File: src/rtl/versatile_mem_ctrl_arb_if.sv
// Bus bundle between the SDRAM-side arbiter and its egress/ingress FIFOs and command engine.
// master = arbiter, slave = FIFOs plus SDRAM command engine.
interface versatile_mem_ctrl_arb_if #(
  parameter int nr_of_wb_ports = 3
);
  logic [35:0]               fifo_dat_i;
  logic [0:nr_of_wb_ports-1] fifo_empty;
  logic                      fifo_rd;
  logic [0:nr_of_wb_ports-1] fifo_re;
  logic [31:0]               fifo_dat_o;
  logic                      fifo_wr;
  logic [0:nr_of_wb_ports-1] fifo_we;
  logic                      cmd_valid;
  logic                      cmd_ready;
  logic [29:0]               cmd_adr;
  logic                      cmd_we;
  logic [4:0]                cmd_len;
  logic [31:0]               wr_dat_o;
  logic [3:0]                wr_sel_o;
  logic                      wr_valid;
  logic                      wr_ready;
  logic [31:0]               rd_dat_i;
  logic                      rd_valid;

  modport master (
    input  fifo_dat_i, fifo_empty, cmd_ready, wr_ready, rd_dat_i, rd_valid,
    output fifo_rd, fifo_re, fifo_dat_o, fifo_wr, fifo_we,
           cmd_valid, cmd_adr, cmd_we, cmd_len, wr_dat_o, wr_sel_o, wr_valid
  );

  modport slave (
    output fifo_dat_i, fifo_empty, cmd_ready, wr_ready, rd_dat_i, rd_valid,
    input  fifo_rd, fifo_re, fifo_dat_o, fifo_wr, fifo_we,
           cmd_valid, cmd_adr, cmd_we, cmd_len, wr_dat_o, wr_sel_o, wr_valid
  );
endinterface

File: src/rtl/versatile_mem_ctrl_arb.sv
// SDRAM-side arbiter: pops a port's address word, issues one burst command, then moves write data or
// steers read data back. Define SDRAM_ARB_RR_EN for round-robin arbitration (default: fixed priority).
module versatile_mem_ctrl_arb #(
  parameter int nr_of_wb_ports = 3
) (
  input  logic                      sdram_clk,
  input  logic                      sdram_rst,
  versatile_mem_ctrl_arb_if.master  bus
);
  localparam int N  = nr_of_wb_ports;
  localparam int GW = (N > 1) ? $clog2(N) : 1;

  typedef enum logic [2:0] {IDLE, ADR, CMD, WR, RD} state_t;

  state_t        state_q, state_d;
  logic [GW-1:0] gnt_q, gnt_d;
  logic [29:0]   adr_q, adr_d;
  logic          we_q, we_d;
  logic [4:0]    len_q, len_d;
  logic [4:0]    pop_cnt_q, pop_cnt_d;
  logic [4:0]    done_q, done_d;
  logic          pend_q, pend_d;
  logic          wr_valid_q, wr_valid_d;
  logic [31:0]   wr_dat_q, wr_dat_d;
  logic [3:0]    wr_sel_q, wr_sel_d;
  logic          fifo_wr_q;
  logic [0:N-1]  fifo_we_q;
  logic [31:0]   fifo_dat_q;

  logic          any_req;
  logic [GW-1:0] win;
  logic          wr_pop;
  logic          rd_take;
  logic          pop_c;
  logic [0:N-1]  re_c;

  function automatic logic [0:N-1] onehot(input logic [GW-1:0] g);
    logic [0:N-1] r;
    r    = '0;
    r[g] = 1'b1;
    return r;
  endfunction

  function automatic logic [4:0] burst_len(input logic [1:0] bte, input logic [2:0] cti);
    logic [4:0] l;
    if (cti == 3'b000 || cti == 3'b111 || bte == 2'b00) l = 5'd1;
    else begin
      case (bte)
        2'b01:   l = 5'd4;
        2'b10:   l = 5'd8;
        default: l = 5'd16;
      endcase
    end
    return l;
  endfunction

  assign any_req = ~&bus.fifo_empty;

`ifdef SDRAM_ARB_RR_EN
  logic [GW-1:0] rr_q;
  int            idx;

  // Descending scan so the queue nearest the pointer is the last (winning) assignment.
  always_comb begin
    win = '0;
    idx = 0;
    for (int i = N - 1; i >= 0; i--) begin
      idx = int'(rr_q) + i;
      if (idx >= N) idx = idx - N;
      if (!bus.fifo_empty[idx]) win = GW'(idx);
    end
  end

  always_ff @(posedge sdram_clk) begin
    if (!sdram_rst) rr_q <= '0;
    else if (state_q == IDLE && any_req) rr_q <= (int'(win) == N - 1) ? '0 : win + 1'b1;
  end
`else
  always_comb begin
    win = '0;
    for (int i = N - 1; i >= 0; i--) begin
      if (!bus.fifo_empty[i]) win = GW'(i);
    end
  end
`endif

  // A write pop is allowed only when no word is already in flight and the output slot frees up.
  assign wr_pop  = (state_q == WR) && !bus.fifo_empty[gnt_q] && !pend_q &&
                   (!wr_valid_q || bus.wr_ready) && (pop_cnt_q < len_q);
  assign rd_take = (state_q == RD) && bus.rd_valid;

  always_comb begin
    state_d    = state_q;
    gnt_d      = gnt_q;
    adr_d      = adr_q;
    we_d       = we_q;
    len_d      = len_q;
    pop_cnt_d  = pop_cnt_q;
    done_d     = done_q;
    pend_d     = 1'b0;
    wr_valid_d = wr_valid_q;
    wr_dat_d   = wr_dat_q;
    wr_sel_d   = wr_sel_q;
    pop_c      = 1'b0;
    re_c       = '0;
    case (state_q)
      IDLE: begin
        if (any_req) begin
          gnt_d   = win;
          pop_c   = 1'b1;
          re_c    = onehot(win);
          state_d = ADR;
        end
      end
      ADR: begin
        adr_d   = bus.fifo_dat_i[35:6];
        we_d    = bus.fifo_dat_i[5];
        len_d   = burst_len(bus.fifo_dat_i[4:3], bus.fifo_dat_i[2:0]);
        state_d = CMD;
      end
      CMD: begin
        if (bus.cmd_ready) begin
          state_d   = we_q ? WR : RD;
          pop_cnt_d = '0;
          done_d    = '0;
        end
      end
      WR: begin
        if (wr_pop) begin
          pop_c     = 1'b1;
          re_c      = onehot(gnt_q);
          pend_d    = 1'b1;
          pop_cnt_d = pop_cnt_q + 5'd1;
        end
        if (wr_valid_q && bus.wr_ready) begin
          wr_valid_d = 1'b0;
          done_d     = done_q + 5'd1;
          if (done_q + 5'd1 == len_q) state_d = IDLE;
        end
      end
      RD: begin
        if (bus.rd_valid) begin
          done_d = done_q + 5'd1;
          if (done_q + 5'd1 == len_q) state_d = IDLE;
        end
      end
      default: state_d = IDLE;
    endcase
    if (pend_q) begin
      wr_valid_d = 1'b1;
      wr_dat_d   = bus.fifo_dat_i[35:4];
      wr_sel_d   = bus.fifo_dat_i[3:0];
    end
  end

  always_ff @(posedge sdram_clk) begin
    if (!sdram_rst) begin
      state_q    <= IDLE;
      gnt_q      <= '0;
      adr_q      <= '0;
      we_q       <= 1'b0;
      len_q      <= '0;
      pop_cnt_q  <= '0;
      done_q     <= '0;
      pend_q     <= 1'b0;
      wr_valid_q <= 1'b0;
      wr_dat_q   <= '0;
      wr_sel_q   <= '0;
      fifo_wr_q  <= 1'b0;
      fifo_we_q  <= '0;
      fifo_dat_q <= '0;
    end else begin
      state_q    <= state_d;
      gnt_q      <= gnt_d;
      adr_q      <= adr_d;
      we_q       <= we_d;
      len_q      <= len_d;
      pop_cnt_q  <= pop_cnt_d;
      done_q     <= done_d;
      pend_q     <= pend_d;
      wr_valid_q <= wr_valid_d;
      wr_dat_q   <= wr_dat_d;
      wr_sel_q   <= wr_sel_d;
      fifo_wr_q  <= rd_take;
      fifo_we_q  <= rd_take ? onehot(gnt_q) : '0;
      if (rd_take) fifo_dat_q <= bus.rd_dat_i;
    end
  end

  // Pops are combinational, so gate them with reset to keep the queues untouched while held in reset.
  assign bus.fifo_rd    = pop_c & sdram_rst;
  assign bus.fifo_re    = sdram_rst ? re_c : '0;
  assign bus.fifo_wr    = fifo_wr_q;
  assign bus.fifo_we    = fifo_we_q;
  assign bus.fifo_dat_o = fifo_dat_q;
  assign bus.cmd_valid  = (state_q == CMD);
  assign bus.cmd_adr    = adr_q;
  assign bus.cmd_we     = we_q;
  assign bus.cmd_len    = len_q;
  assign bus.wr_valid   = wr_valid_q;
  assign bus.wr_dat_o   = wr_dat_q;
  assign bus.wr_sel_o   = wr_sel_q;
endmodule

File: src/flat_wrapper.sv
// flat-port wrapper written by rule: the top's interface ports become plain ports
module versatile_mem_ctrl_arb_flat 
#(
  parameter int nr_of_wb_ports = 3
)
  (sdram_clk, sdram_rst, bus_fifo_dat_i, bus_fifo_empty, bus_cmd_ready, bus_wr_ready, bus_rd_dat_i, bus_rd_valid, bus_fifo_rd, bus_fifo_re, bus_fifo_dat_o, bus_fifo_wr, bus_fifo_we, bus_cmd_valid, bus_cmd_adr, bus_cmd_we, bus_cmd_len, bus_wr_dat_o, bus_wr_sel_o, bus_wr_valid);
  versatile_mem_ctrl_arb_if #(.nr_of_wb_ports(nr_of_wb_ports)) bus_i ();
  input  logic sdram_clk;
  input  logic sdram_rst;
  input wire logic [$bits(bus_i.fifo_dat_i)-1:0] bus_fifo_dat_i;
  input wire logic [$bits(bus_i.fifo_empty)-1:0] bus_fifo_empty;
  input wire logic [$bits(bus_i.cmd_ready)-1:0] bus_cmd_ready;
  input wire logic [$bits(bus_i.wr_ready)-1:0] bus_wr_ready;
  input wire logic [$bits(bus_i.rd_dat_i)-1:0] bus_rd_dat_i;
  input wire logic [$bits(bus_i.rd_valid)-1:0] bus_rd_valid;
  output wire logic [$bits(bus_i.fifo_rd)-1:0] bus_fifo_rd;
  output wire logic [$bits(bus_i.fifo_re)-1:0] bus_fifo_re;
  output wire logic [$bits(bus_i.fifo_dat_o)-1:0] bus_fifo_dat_o;
  output wire logic [$bits(bus_i.fifo_wr)-1:0] bus_fifo_wr;
  output wire logic [$bits(bus_i.fifo_we)-1:0] bus_fifo_we;
  output wire logic [$bits(bus_i.cmd_valid)-1:0] bus_cmd_valid;
  output wire logic [$bits(bus_i.cmd_adr)-1:0] bus_cmd_adr;
  output wire logic [$bits(bus_i.cmd_we)-1:0] bus_cmd_we;
  output wire logic [$bits(bus_i.cmd_len)-1:0] bus_cmd_len;
  output wire logic [$bits(bus_i.wr_dat_o)-1:0] bus_wr_dat_o;
  output wire logic [$bits(bus_i.wr_sel_o)-1:0] bus_wr_sel_o;
  output wire logic [$bits(bus_i.wr_valid)-1:0] bus_wr_valid;
  assign bus_i.fifo_dat_i = bus_fifo_dat_i;
  assign bus_i.fifo_empty = bus_fifo_empty;
  assign bus_i.cmd_ready = bus_cmd_ready;
  assign bus_i.wr_ready = bus_wr_ready;
  assign bus_i.rd_dat_i = bus_rd_dat_i;
  assign bus_i.rd_valid = bus_rd_valid;
  assign bus_fifo_rd = bus_i.fifo_rd;
  assign bus_fifo_re = bus_i.fifo_re;
  assign bus_fifo_dat_o = bus_i.fifo_dat_o;
  assign bus_fifo_wr = bus_i.fifo_wr;
  assign bus_fifo_we = bus_i.fifo_we;
  assign bus_cmd_valid = bus_i.cmd_valid;
  assign bus_cmd_adr = bus_i.cmd_adr;
  assign bus_cmd_we = bus_i.cmd_we;
  assign bus_cmd_len = bus_i.cmd_len;
  assign bus_wr_dat_o = bus_i.wr_dat_o;
  assign bus_wr_sel_o = bus_i.wr_sel_o;
  assign bus_wr_valid = bus_i.wr_valid;
  versatile_mem_ctrl_arb #(.nr_of_wb_ports(nr_of_wb_ports)) u_core (.sdram_clk(sdram_clk), .sdram_rst(sdram_rst), .bus(bus_i));
endmodule
File: config.mk
export PLATFORM = sky130hd
export DESIGN_NAME = versatile_mem_ctrl_arb_flat
export DESIGN_NICKNAME = d
export VERILOG_FILES = /design/src/rtl/versatile_mem_ctrl_arb_if.sv /design/src/rtl/versatile_mem_ctrl_arb.sv /design/src/flat_wrapper.sv
export SDC_FILE = /design/constraint.sdc
export NUM_CORES = 1
export LEC_CHECK = 0
export ABC_AREA = 1
export ABC_CLOCK_PERIOD_IN_PS = 2500
export CAP_MARGIN = 20
export CORE_MARGIN = 2
export CORE_UTILIZATION = 47
export CTS_BUF_LIST = sky130_fd_sc_hd__clkbuf_16
export DETAILED_ROUTE_END_ITERATION = 8
export PLACE_DENSITY = 0.81
export SLEW_MARGIN = 0
export SYNTH_ARGS = -nofsm -noshare
export SYNTH_HDL_FRONTEND = slang
export SYNTH_SLANG_ARGS = --single-unit
File: constraint.sdc
create_clock -name sdram_clk -period 2.5 [get_ports sdram_clk]
set_input_delay 0.375 -clock sdram_clk [delete_from_list [all_inputs] [get_ports sdram_clk]]
set_output_delay 0.375 -clock sdram_clk [all_outputs]
set_load 0.01 [all_outputs]
==> impl_metrics.json <==
{
  "status": "finished clean",
  "place_area_mm2": 0.00699,
  "rr_endpoint": "u_core.state_q[1]$_SDFFE_PN0P_",
  "ir_drop_v": 0.000557,
  "die_area_mm2": 0.0114,
  "drive_above_1_share_pct": 9.09,
  "postSynthCellCount": 645,
  "power.total_mw": 7.08,
  "synth_seq_cells": 124,
  "fmax_mhz": 424,
  "cts_setup_buffers": 0,
  "ctsHoldBuffers": 0,
  "yosysUniqueCellTypes": 35,
  "pin_count": 190,
  "path_class": "reg2out",
  "setup_slack_ps": 139,
  "setup-tns-final_ps": 0,
  "h-tree-depth": 4,
  "clkLatencyLatePin_ps": 410,
  "antenna_left": 0,
  "stdcell_count": 983,
  "reg2reg_depth": 12,
  "die_h_um": 107,
  "synthTopCellsByArea": "dfxtp_1 (50%), nor2_1 (12%), o21ai_0 (9.8%)",
  "p_per_area_mw_per_mm2": 934,
  "synth_commonest_cells": "nor2_1 (155), dfxtp_1 (124), o21ai_0 (97)",
  "rsz0062_at_grt": "no",
  "syn_nets": 729,
  "start_util_pct": 48.1,
  "place_inst": 952,
  "preCtsSetupSlack_ps": -141,
  "grt_pass1_wl_mm": 24.2,
  "crit_arrival_ps": 1990,
  "fp-row-count": 37,
  "maxCapViolations": 0,
  "final.period_utilization_pct": 94.4,
  "synth_edf_count": 0,
  "synth_area_mm2": 0.00495,
  "hold_start": "u_core.bus.cmd_adr[11]$_SDFFE_PN0P_",
  "syn_to_final_growth_pct": 53.2,
  "start_kind": "register",
  "cts_tree": "yes",
  "critPathMaxFanout": 5,
  "relSlewSlack_pct": 43.0,
  "syn_avg_cell_area_um2": 7.67,
  "ff2ff_setup_slack_ps": 740,
  "wl_mm": 14.9,
  "cts-root-buf": "clkbuf_16",
  "cts_buffer_depth": 2,
  "grt_antenna_before_repair": 0,
  "yosysMostFrequentCell": "nor2_1",
  "remaining_drc_errors": 0,
  "first_global_vias": 5044,
  "min_to": "u_core.bus.cmd_adr[11]$_SDFFE_PN0P_",
  "whs_ps": 442,
  "cts_sinks": 124,
  "hold_viol": 0,
  "synth_flop_cell": "dfxtp_1",
  "vias": 4992,
  "cp-end-kind": "primary output",
  "yosysWarnings": 0,
  "viasPerCell": 5.08,
  "worst_pin_slew_ps": 854,
  "first_pass_iters": 6,
  "synth_top_cell_by_area": "dfxtp_1",
  "overflow": 0,
  "drt_iter0_drc": 258,
  "final_nets": 919,
  "timing.rr.start": "u_core.done_q[0]$_SDFFE_PN0P_",
  "fin_area_mm2": 0.00758,
  "finalMaxSlewViolations": 0,
  "cts_buffers": 17,
  "async_flop_share_pct": 0,
  "hold_depth": 2,
  "register_area_mm2": 0.00248,
  "yosysSeqAreaShare_pct": 50.2,
  "final_util_pct": 73.7,
  "setup_viol": 0,
  "place.gp.congestion": 0.836,
  "grt_start_max_net_pins": 105,
  "layout.filler_cells": 788,
  "routedWlPerCell_um": 15.2,
  "clk_pin_slew_worst_paths_ps": 60,
  "synth_top_area_share_pct": 50.2,
  "layout_min_cycle_time_ps": 2360,
  "fin_skew_ps": 6.69,
  "grt.total_usage_pct": 26.9,
  "leakage_nw": 3.10,
  "die_x_um": 107,
  "diodes": 0,
  "holdCritPathClass": "reg2reg",
  "core_region_area_mm2": 0.0103,
  "required_ps": 2120,
  "multi_input_area_mm2": 0.00212,
  "port_buffers": 188,
  "hpwl_mm": 10.2
}
==> layout make-up <==
cell class	instances	area share (%)
Tap cell	136	2.25
Inverter	65	3.22
Multi-Input combinational cell	422	28.0
Sequential cell	124	32.8
Timing Repair Buffer	205	26.3
Clock inverter	14	1.83
Clock buffer	17	5.61
==> repair_timing <==
item / in CTS / in global routing
gates cloned: 0 / 0
endpoints found under the setup margin: 4 / 4
pin swaps: 1 / 3
resized for setup: 13 / 9
==> placed cells by master, fill, tap and decap left out, types with 4 or more instances in the layout <==
cell / netlist / final
a21oi_1: 51 / 50
clkdlybuf4s50_1: 0 / 183
clkbuf_16: 0 / 17
nor2_4: 4 / 4
dfxtp_1: 124 / 122
clkinv_1: 1 / 4
nand3_1: 23 / 22
o21ai_0: 97 / 96
ha_1: 8 / 7
inv_1: 60 / 63
a21oi_2: 4 / 4
buf_4: 1 / 17
nand2_1: 47 / 47
nor2_1: 155 / 154
inv_2: 4 / 5
o21ai_1: 6 / 6
==> routing by layer <==
layer / vias to the layer above / global-route usage (%) / share of wire (%)
met1: 2324 / 28.5 / 38
met5: - / 0 / 0
met3: 35 / 9.42 / 6.6
met4: 0 / 10.9 / 3.0
met2: 177 / 48.5 / 52
li1: 2456 / - / -
==> where the power goes <==
part	switching (mW)	total, mW	internal (mW)
registers	0.228	2.54	2.31
clock network	0.833	2.36	1.53
logic	1.17	2.18	1.01
==> state kept, by name, indices dropped and copies added, names as in the netlist <==
signal	count
u_core.bus.fifo_dat_o	32
u_core.pop_cnt_q	5
u_core.gnt_q	2
u_core.bus.fifo_wr	1
u_core.pend_q	1
u_core.bus.cmd_adr	30
u_core.bus.cmd_we	1
u_core.bus.wr_sel_o	4
u_core.done_q	5
u_core.bus.wr_dat_o	32
u_core.bus.wr_valid	1
u_core.state_q	3
u_core.bus.cmd_len	4
u_core.bus.fifo_we	3
==> worst max-delay path by stage <==
stage / start / endpoint / slack [ps] / cells after the start
2_1_floorplan: u_core.bus.cmd_len[4]$_SDFFE_PN0P_ / bus_fifo_re[1] / 490 / 8
3_3_place_gp: bus_wr_ready / bus_fifo_re[1] / -110 / 7
3_5_place_dp: bus_wr_ready / bus_fifo_re[1] / -140 / 7
4_1_cts: u_core.bus.cmd_len[4]$_SDFFE_PN0P_ / bus_fifo_re[0] / -2 / 9
5_1_grt: u_core.pop_cnt_q[4]$_SDFFE_PN0P_ / bus_fifo_re[0] / 30 / 8
6_report: u_core.pop_cnt_q[4]$_SDFFE_PN0P_ / bus_fifo_re[0] / 140 / 8
==> cell families after synthesis <==
logic type / Yosys count / synth area share, %
AND/OR/NAND/NOR: 246 / 22.0
AO/OA/AOI/OAI: 164 / 17.4
flip-flops: 124 / 50.2
buffers and inverters: 99 / 7.77
adder cells (fa/ha/maj): 8 / 2.02
XOR/XNOR: 3 / 0.531
other: 1 / 0.0758
==> critical path, cell delays in order, from the launching register on <==
cell	delay [ps]
dfxtp_1	400
ha_4	240
a21oi_4	150
o21ai_2	70
nor2_2	120
nand3_4	100
or2_1	260
a21oi_2	110
buf_2	130
Note: power is estimated with default switching activity, not from simulation.
